`config.mk`:
```
export PLATFORM = sky130hd
export DESIGN_NAME = pe_feeder
export DESIGN_NICKNAME = d
export VERILOG_FILES = /design/src/rtl/pe_feeder_pkg.sv /design/src/rtl/rdyack_slice.sv /design/src/rtl/pe_feeder.sv
export SDC_FILE = /design/constraint.sdc
export NUM_CORES = 1
export LEC_CHECK = 0
export CORE_ASPECT_RATIO = 0.8
export CORE_MARGIN = 8
export CORE_UTILIZATION = 65
export CTS_BUF_LIST = sky130_fd_sc_hd__clkbuf_8
export CTS_CLUSTER_DIAMETER = 40
export DETAILED_ROUTE_END_ITERATION = 7
export DONT_BUFFER_PORTS = 1
export GPL_ROUTABILITY_DRIVEN = 0
export MAX_ROUTING_LAYER = met4
export PLACE_DENSITY = 0.81
export SYNTH_ARGS = -nofsm -noshare
export SYNTH_HDL_FRONTEND = slang
export SYNTH_SLANG_ARGS = --single-unit
```
`constraint.sdc`:
```
create_clock -name i_clk -period 17.4 [get_ports i_clk]
set_input_delay 5.22 -clock i_clk [delete_from_list [all_inputs] [get_ports i_clk]]
set_output_delay 5.22 -clock i_clk [all_outputs]
set_load 0.02 [all_outputs]
```
`src/rtl/pe_feeder_pkg.sv`:
```
// Shared configuration for the PE operand feeder.
//   PECfg    : datapath geometry defaults (word width, vector lengths).
//   PECtlCfg : job command layout and feeder FSM state encoding.
// The RUN state only exists when PE_FEEDER_OVERLAP_EN is defined.

package PECfg;
    localparam int DWD   = 16;  // data word width
    localparam int IPADN = 3;   // words per Input vector
    localparam int PECOL = 4;   // words per Weight vector
endpackage

package PECtlCfg;
    localparam int CNTW = 8;    // job count width

    // Job command: nw in the upper half, ni in the lower half.
    typedef struct packed {
        logic [CNTW-1:0] nw;
        logic [CNTW-1:0] ni;
    } FeedCmd;

    typedef enum logic [2:0] {
        IDLE  = 3'd0,
        WLOAD = 3'd1,
        ILOAD = 3'd2,
        DONE  = 3'd3
`ifdef PE_FEEDER_OVERLAP_EN
        ,
        RUN   = 3'd4
`endif
    } feed_state_e;

    // A phase is finished once every vector has been taken from the source
    // and its slice is either empty or handing its last entry to the PE now.
    function automatic logic phase_finished(input logic more, input logic slice_free);
        return !more && slice_free;
    endfunction
endpackage

```
`src/rtl/rdyack_slice.sv`:
```
// One-entry register slice on a rdy/ack channel.
//   i_clk, i_rst : clock, asynchronous active-high reset (discards the entry)
//   i_load       : write i_data into the slice this cycle (upstream transfer)
//   i_data       : vector to store, NW words of DWD bits
//   o_rdy        : slice holds a vector for the downstream side
//   i_ack        : downstream accepts; a transfer happens when o_rdy && i_ack
//   o_data       : stored vector, stable while o_rdy && !i_ack
//   o_free       : slice can take a new vector this cycle (empty, or draining now)

module rdyack_slice #(
    parameter int DWD = 16,
    parameter int NW  = 4
) (
    input  logic              i_clk,
    input  logic              i_rst,
    input  logic              i_load,
    input  logic [DWD*NW-1:0] i_data,
    output logic              o_rdy,
    input  logic              i_ack,
    output logic [DWD*NW-1:0] o_data,
    output logic              o_free
);

    logic              full;
    logic [DWD*NW-1:0] data_q;

    assign o_rdy  = full;
    assign o_data = data_q;
    // Draining and reloading in the same cycle keeps o_rdy high, giving
    // one vector per cycle when the downstream holds ack.
    assign o_free = !full || i_ack;

    always_ff @(posedge i_clk or posedge i_rst) begin
        if (i_rst) begin
            full   <= 1'b0;
            data_q <= '0;
        end else if (i_load) begin
            full   <= 1'b1;
            data_q <= i_data;
        end else if (i_ack) begin
            // ack while empty is harmless: full is already 0
            full   <= 1'b0;
        end
    end

endmodule

```
`src/rtl/pe_feeder.sv`:
```
// Operand transmitter in front of a PE. Accepts a job command {nw, ni},
// forwards nw Weight vectors and ni Input vectors from the source streams
// to the PE through one-entry slices, and pulses o_done when the PE has
// taken the last vector.
//
// Build option: PE_FEEDER_OVERLAP_EN -- when defined, both channels run
// concurrently in a single RUN state; otherwise weights are sent first,
// then inputs.
//
// Ports:
//   i_clk, i_rst            clock, asynchronous active-high reset
//   Cmd_rdy/Cmd_ack, i_cmd  job command channel ({nw, ni}, FeedCmd layout)
//   SrcW_rdy/SrcW_ack, i_SrcW   weight source channel
//   SrcI_rdy/SrcI_ack, i_SrcI   input source channel
//   Weight_rdy/Weight_ack, o_Weight  PE weight channel
//   Input_rdy/Input_ack, o_Input     PE input channel
//   o_busy                  job in progress (state not IDLE)
//   o_done                  one-cycle job-complete pulse

module pe_feeder
    import PECtlCfg::*;
#(
    parameter int DWD   = PECfg::DWD,
    parameter int IPADN = PECfg::IPADN,
    parameter int PECOL = PECfg::PECOL,
    parameter int CNTW  = PECtlCfg::CNTW
) (
    input  logic                 i_clk,
    input  logic                 i_rst,

    input  logic                 Cmd_rdy,
    output logic                 Cmd_ack,
    input  logic [2*CNTW-1:0]    i_cmd,

    input  logic                 SrcW_rdy,
    output logic                 SrcW_ack,
    input  logic [DWD*PECOL-1:0] i_SrcW,

    input  logic                 SrcI_rdy,
    output logic                 SrcI_ack,
    input  logic [DWD*IPADN-1:0] i_SrcI,

    output logic                 Weight_rdy,
    input  logic                 Weight_ack,
    output logic [DWD*PECOL-1:0] o_Weight,

    output logic                 Input_rdy,
    input  logic                 Input_ack,
    output logic [DWD*IPADN-1:0] o_Input,

    output logic                 o_busy,
    output logic                 o_done
);

    feed_state_e     state, state_nx;
    logic [CNTW-1:0] nw_q, ni_q;
    logic [CNTW-1:0] wcnt, icnt;
    logic [CNTW-1:0] cmd_nw, cmd_ni;

    logic cmd_xfer;
    logic w_load, i_load;
    logic w_free, i_free;
    logic w_more, i_more;

    // Same bit layout as FeedCmd, taken with this instance's CNTW.
    assign cmd_nw = i_cmd[2*CNTW-1:CNTW];
    assign cmd_ni = i_cmd[CNTW-1:0];

    assign cmd_xfer = Cmd_rdy && Cmd_ack;
    assign w_load   = SrcW_rdy && SrcW_ack;
    assign i_load   = SrcI_rdy && SrcI_ack;

    // Counts stop exactly at the job length; with nw,ni <= 2^CNTW-1 the
    // counters never wrap.
    assign w_more = (wcnt < nw_q);
    assign i_more = (icnt < ni_q);

    assign o_busy = (state != IDLE);

    rdyack_slice #(
        .DWD (DWD),
        .NW  (PECOL)
    ) u_wslice (
        .i_clk  (i_clk),
        .i_rst  (i_rst),
        .i_load (w_load),
        .i_data (i_SrcW),
        .o_rdy  (Weight_rdy),
        .i_ack  (Weight_ack),
        .o_data (o_Weight),
        .o_free (w_free)
    );

    rdyack_slice #(
        .DWD (DWD),
        .NW  (IPADN)
    ) u_islice (
        .i_clk  (i_clk),
        .i_rst  (i_rst),
        .i_load (i_load),
        .i_data (i_SrcI),
        .o_rdy  (Input_rdy),
        .i_ack  (Input_ack),
        .o_data (o_Input),
        .o_free (i_free)
    );

    always_ff @(posedge i_clk or posedge i_rst) begin
        if (i_rst) begin
            state <= IDLE;
        end else begin
            state <= state_nx;
        end
    end

    always_ff @(posedge i_clk or posedge i_rst) begin
        if (i_rst) begin
            nw_q <= '0;
            ni_q <= '0;
            wcnt <= '0;
            icnt <= '0;
        end else if (cmd_xfer) begin
            nw_q <= cmd_nw;
            ni_q <= cmd_ni;
            wcnt <= '0;
            icnt <= '0;
        end else begin
            if (w_load) begin
                wcnt <= wcnt + 1'b1;
            end
            if (i_load) begin
                icnt <= icnt + 1'b1;
            end
        end
    end

    always_comb begin
        state_nx = state;
        Cmd_ack  = 1'b0;
        SrcW_ack = 1'b0;
        SrcI_ack = 1'b0;
        o_done   = 1'b0;

        case (state)
            IDLE: begin
                Cmd_ack = 1'b1;
                if (Cmd_rdy) begin
`ifdef PE_FEEDER_OVERLAP_EN
                    if ((cmd_nw != '0) || (cmd_ni != '0)) begin
                        state_nx = RUN;
                    end else begin
                        state_nx = DONE;
                    end
`else
                    if (cmd_nw != '0) begin
                        state_nx = WLOAD;
                    end else if (cmd_ni != '0) begin
                        state_nx = ILOAD;
                    end else begin
                        state_nx = DONE;
                    end
`endif
                end
            end

`ifdef PE_FEEDER_OVERLAP_EN
            RUN: begin
                SrcW_ack = w_more && w_free;
                SrcI_ack = i_more && i_free;
                if (phase_finished(w_more, w_free) && phase_finished(i_more, i_free)) begin
                    state_nx = DONE;
                end
            end
`else
            WLOAD: begin
                SrcW_ack = w_more && w_free;
                // Leaving while the last PE transfer happens puts o_done
                // one cycle after it.
                if (phase_finished(w_more, w_free)) begin
                    state_nx = (ni_q != '0) ? ILOAD : DONE;
                end
            end

            ILOAD: begin
                SrcI_ack = i_more && i_free;
                if (phase_finished(i_more, i_free)) begin
                    state_nx = DONE;
                end
            end
`endif

            DONE: begin
                o_done   = 1'b1;
                state_nx = IDLE;
            end

            default: begin
                state_nx = IDLE;
            end
        endcase
    end

endmodule

```
Word level (Yosys, flattened, before mapping)
Cells that the tools add are included.
{"block": "word_totals", "reg_bits": 149, "inputBits": 135, "output_inout_bits": 119, "wordCells": 61}
{"block": "op_classes", "addsub": 2, "order_cmp": 2, "eq_ne": 6, "muxes": 19, "n_reduce_logical": 23}
{"cell": "2-to-1 mux 8 bit", "n": 4}
{"cell": "nonzero test 8 bit", "n": 3}
{"cell": "adder 8 x 1 -> 8 bit, second input constant", "n": 2}
{"cell": "< comparator 8 bit", "n": 2}
{"cell": "2-to-1 mux 1 bit", "n": 10}
{"cell": "2-to-1 mux 3 bit", "n": 3}
{"cell": "case mux 3 bit (3 select lines)", "n": 1}
{"cell": "nonzero test 2 bit", "n": 4}
{"cell": "logical AND 1 bit", "n": 7}
{"cell": "equality test 3 x 2 -> 1 bit, second input constant", "n": 2}
{"cell": "!= test 2 bit, second input constant", "n": 3}
{"cell": "logical NOT 1 bit", "n": 4}
{"cell": "equality test 3 x 1 -> 1 bit, second input constant", "n": 1}
{"cell": "logical NOT 3 bit", "n": 1}
{"cell": "AND reduction 3 bit", "n": 1}
{"cell": "nonzero test 3 bit", "n": 1}
{"cell": "logical OR 1 bit", "n": 2}
{"cell": "2-to-1 mux 2 bit", "n": 1}

Depth between registers and ports, before layout
{"block": "logic_depth", "word_depth": 7, "mapped_depth": 10, "depth_no_buf": 7}

Hierarchy
A second synthesis with hierarchy kept.
{"block": "hier_totals", "cells_unflattened": 473, "area_unflattened_um2": 6573.8}
{"mod": "rdyack_slice (u_wslice)", "instances": 1, "cells_each": 139, "area_per_inst_um2": 2620.0, "seq_area_each_um2": 1626.6}
{"mod": "pe_feeder", "instances": 1, "cells_each": 229, "area_per_inst_um2": 2092.0, "seq_area_each_um2": 850.8}
{"mod": "rdyack_slice (u_islice)", "instances": 1, "cells_each": 105, "area_per_inst_um2": 1861.8, "seq_area_each_um2": 1226.2}

Worst setup path after synthesis
Ideal clock, no wire load.
{"block": "synth_path", "path_type": "input -> output", "startpoint": "input port Weight_ack", "endpoint": "output port SrcW_ack", "arrival_ps": 5964, "required_time_ps": 12180, "slack_ps": 6216, "path_stages": 3, "path_buffers": 0, "cell_sequence": "nor2b_1 -> a2111o_1 -> a21oi_1"}
{"block": "synth_between", "elab_chain_len": 3}
{"item": "start: declaration", "line": "pe_feeder.sv:44", "text": "input logic Weight_ack,"}
{"item": "logical OR 1 bit", "line": "rdyack_slice.sv:31", "text": "assign o_free = !full || i_ack;"}
{"item": "logical AND 1 bit", "line": "pe_feeder.sv:176", "text": "SrcW_ack = w_more && w_free;"}
{"item": "2-to-1 mux 1 bit", "line": "pe_feeder.sv:144", "text": "case (state)"}
{"item": "end: declaration", "line": "pe_feeder.sv:36", "text": "output logic SrcW_ack,"}
No other way between the ends.

Final worst setup path
{"block": "layout_path", "startpoint": "input port Input_ack", "endpoint": "output port SrcI_ack"}
{"block": "layout_between", "elab_chain_len": 3}
{"item": "start: declaration", "line": "pe_feeder.sv:48", "text": "input logic Input_ack,"}
{"item": "logical OR 1 bit", "line": "rdyack_slice.sv:31"}
{"item": "logical AND 1 bit", "line": "pe_feeder.sv:185", "text": "SrcI_ack = i_more && i_free;"}
{"item": "2-to-1 mux 1 bit", "line": "pe_feeder.sv:144"}
{"item": "end: declaration", "line": "pe_feeder.sv:40", "text": "output logic SrcI_ack,"}
No other way between the ends.

==> results.sh <==
export IMPL_status="complete, no violations"
export IMPL_worst_path_buf_inv=0
export IMPL_p_leak_nw=3.262
export IMPL_antenna_left=0
export IMPL_dieArea_sq_mm=0.01300
export IMPL_clock_sinks=148
export IMPL_grt_overflow_total=0
export IMPL_cts_tree="built"
export IMPL_worst_slack_ns=6.116
export IMPL_clk_latency_ns=0.44
export IMPL_io_pins=254
export IMPL_clock_skew_ns=0.02001
export IMPL_fin_util=0.7075
export IMPL_grt_max_degree=86
export IMPL_htreeDepth=4
export IMPL_cp_slowest_cell="a21oi_1"
export IMPL_worst_ep_arrival_time_ns=6.06
export IMPL_hold_violations=0
export IMPL_ctsHoldBuffers=0
export IMPL_cap_violations=0
export IMPL_synth_cell_types=36
export IMPL_yosys_register_bits=148
export IMPL_final_area_sq_mm=0.006714
export IMPL_synthCells=569
export IMPL_placementRows=32
export IMPL_drv_slew=0
export IMPL_synth_compound_area_frac=0.05698
export IMPL_ys_seq_area_frac=0.5939
export IMPL_yosys_warnings=0
export IMPL_clk_path_buf_depth=2
export IMPL_viasPerCell=5.890
export IMPL_crit_required_ns=12.18
export IMPL_first_pass_iters=6
export IMPL_coreArea_sq_mm=0.009489
export IMPL_hpwlAfterDp_um=11000
export IMPL_synth_fp_nets=724
export IMPL_setup_worst_path_end_class="output pin"
export IMPL_multi_input_area_sq_mm=0.002344
export IMPL_hold_ws_ns=0.5060
export IMPL_drc=0
export IMPL_slew_headroom=0.4093
export IMPL_n_antenna_cell=0
export IMPL_p_per_area_mw_per_mm2=204.4
export IMPL_vias=4123
export IMPL_dp_cells=668
export IMPL_place_area_sq_mm=0.006325
export IMPL_wire_per_inst_um=20.88
export IMPL_worst_hold_path_type="reg -> reg"
export IMPL_drive_gt1_frac=0.1824
export IMPL_drt_initial_drc_count=270
export IMPL_instances_no_fill=700
export IMPL_power_total_mw=1.372
export IMPL_synth_simple_area_share=0.1505
export IMPL_nNetsFinal=723
export IMPL_synth_adder_area_share=0.04013
export IMPL_fin_crit_sh=0.6485
export IMPL_antenna_found_initial=0
export IMPL_grt_pass1_vias=4361
export IMPL_die_y_um=103.6
export IMPL_synth_top_family_by_area="simple AND/OR/NAND/NOR gates"
export IMPL_ff_latch_area_sq_mm=0.003704
export IMPL_critPathTopFamily="compound AO/OA/AOI/OAI gates"
export IMPL_final_setup_tns_ns=0
export IMPL_fmax_ghz=0.08862
export IMPL_dpl_worst_slack_ns=6.110
export IMPL_setup_viol=0
export IMPL_max_stage_delay_ns=0.46
export IMPL_setup_worst_path_start_class="input port"
export IMPL_rsz0062_at_grt="false"
export IMPL_cts_resized=0
export IMPL_fill_cells=678
export IMPL_grt_pass1_wl_um=23040
export IMPL_portBuffers=0
export IMPL_tightest_slew_ns=0.8860
export IMPL_critical_path_max_fanout=4
export IMPL_grt_total_usage=0.2327
export IMPL_syn_avg_cell_area_sq_um=10.96
export IMPL_syn_to_final_growth_pct=7.665
export IMPL_cp_cell_sequence="nand2b_1 > o2111ai_1 > a21oi_1"
export IMPL_synth_area_sq_mm=0.006236
export IMPL_synth_area_mux_share=0.1240
export IMPL_root_buffer="clkbuf_8"
export IMPL_cts_made_buffers=17
export IMPL_crit_type="in -> out"
export IMPL_synth_xor_area_frac=0.002809
export IMPL_clk_pin_slew_ns=0.07
export IMPL_die_w_um=125.5
export IMPL_wl_um=14620
export IMPL_fin_crit_ns=11.28
export IMPL_cts_setup_buffers=0
export IMPL_start_util=0.6572
export IMPL_peakVddDrop_mv=0.1088
## Yosys cell counts
library cell	number	share of area
inv_1	23	0.014
nor4_1	3	0.0030
mux2_2	65	0.12
a211o_1	3	0.0042
and2_1	3	0.0030
dfrtp_1	148	0.59
ha_1	20	0.040
xnor2_1	1	0.0014
a31oi_1	1	0.0010
a31o_2	1	0.0014
a21o_1	1	0.0012
a21oi_1	19	0.015
a211oi_2	1	0.0020
and4_1	1	0.0014
o2111ai_1	1	0.0014
clkbuf_1	21	0.013
or3_1	8	0.0080
and3_1	2	0.0020
xor2_1	1	0.0014
buf_2	2	0.0016
nand3_1	2	0.0016
buf_6	2	0.0036
o21ai_0	28	0.022
a311oi_1	1	0.0014
nor4b_1	1	0.0014
nand4b_1	1	0.0014
or4_1	2	0.0024
nor2_1	5	0.0030
a2111o_1	3	0.0054
nand2_1	178	0.11
mux2_1	1	0.0018
o211ai_1	1	0.0012
nand2b_1	7	0.0070
mux2i_1	3	0.0048
nand4_1	8	0.0080
nor2b_1	1	0.0010
## state kept, by name, indices dropped and copies added, names as in the netlist
register and flops:
icnt 8, u_wslice.o_data 64, u_wslice.o_rdy 1, wcnt 8
state 2, u_islice.o_rdy 1, u_islice.o_data 48, ni_q 8
nw_q 8
## cells by family (layout without fill, tap and decap cells)
logic type	count (synthesis)	in the layout
adder cells (fa/ha/maj)	20	20
flip-flops	148	148
XOR/XNOR	2	2
buffers and inverters	48	60
AND/OR/NAND/NOR	222	222
multiplexers	69	69
AO/OA/AOI/OAI	60	60
## area by class of cell
cell class              count  area share
flip-flops and latches    148      0.5516
multi-input cells         373      0.3490
clock buffers              18     0.03690
well taps                 119     0.02218
clock inverters            14     0.02106
inverters                  23     0.01360
repair buffers              5    0.005591
## worst reg2reg max path, delay by kind of cell, from the launching register on
family                   cells  cell delay, ns
AO/OA/AOI/OAI                3            0.88
AND/OR/NAND/NOR              2            0.71
flip-flops                   1            0.44
buffers and inverters        1            0.37
adder cells (fa/ha/maj)      1            0.31
## placed cells by master (no fill, tap or decap), types with 2 or more instances in the layout
cell type   instances
clkinvlp_4          4
or4_1               2
nand2b_1            7
inv_6               8
a211o_1             2
mux2_2             65
nand3_1             2
nor2_1              5
dfrtp_1           148
o21ai_0            28
nand2_1           178
a2111o_1            3
buf_4               5
inv_1              22
nand4_1             8
nor4_1              3
or3_1               8
a21oi_1            19
mux2i_1             3
and3_1              2
ha_1               20
and2_1              3
clkbuf_8           18
## report_power, final
| part | total [mW] | switching [mW] | leakage, nW | internal [mW] |
|---|---|---|---|---|
| clock network | 0.257 | 0.136 | 0.186 | 0.121 |
| registers | 0.781 | 0.284 | 1.83 | 0.498 |
| logic | 0.334 | 0.180 | 1.24 | 0.154 |
| total | 1.37 | 0.600 | 3.26 | 0.773 |
## layer usage
metal  global-route usage  wire length, um  vias up  part of all wire
li1                     -                -     1889                 -
met1               0.2432             5378     2030              0.37
met2               0.3966             7688      186              0.53
met3              0.08607             1341       18             0.092
met4              0.08413              208        0             0.014
met5                    -                0        -                 0
## worst paths after layout
kind                            slack, ns                              to  cells after the start                start
worst min-delay path                 0.51             nw_q[0]$_DFFE_PP0P_                      2  nw_q[0]$_DFFE_PP0P_
worst min register to register       0.51             nw_q[0]$_DFFE_PP0P_                      2  nw_q[0]$_DFFE_PP0P_
max in group asynchronous           11.36             icnt[0]$_DFFE_PP0P_                      2                i_rst
worst max register to register      14.62             wcnt[4]$_DFFE_PP0P_                      7  wcnt[5]$_DFFE_PP0P_
min in group asynchronous            4.78  u_wslice.o_data[8]$_DFFE_PP0P_                      1                i_rst
worst max-delay path                 6.12                        SrcI_ack                      3            Input_ack
Note: power is estimated with default switching activity, not from simulation.
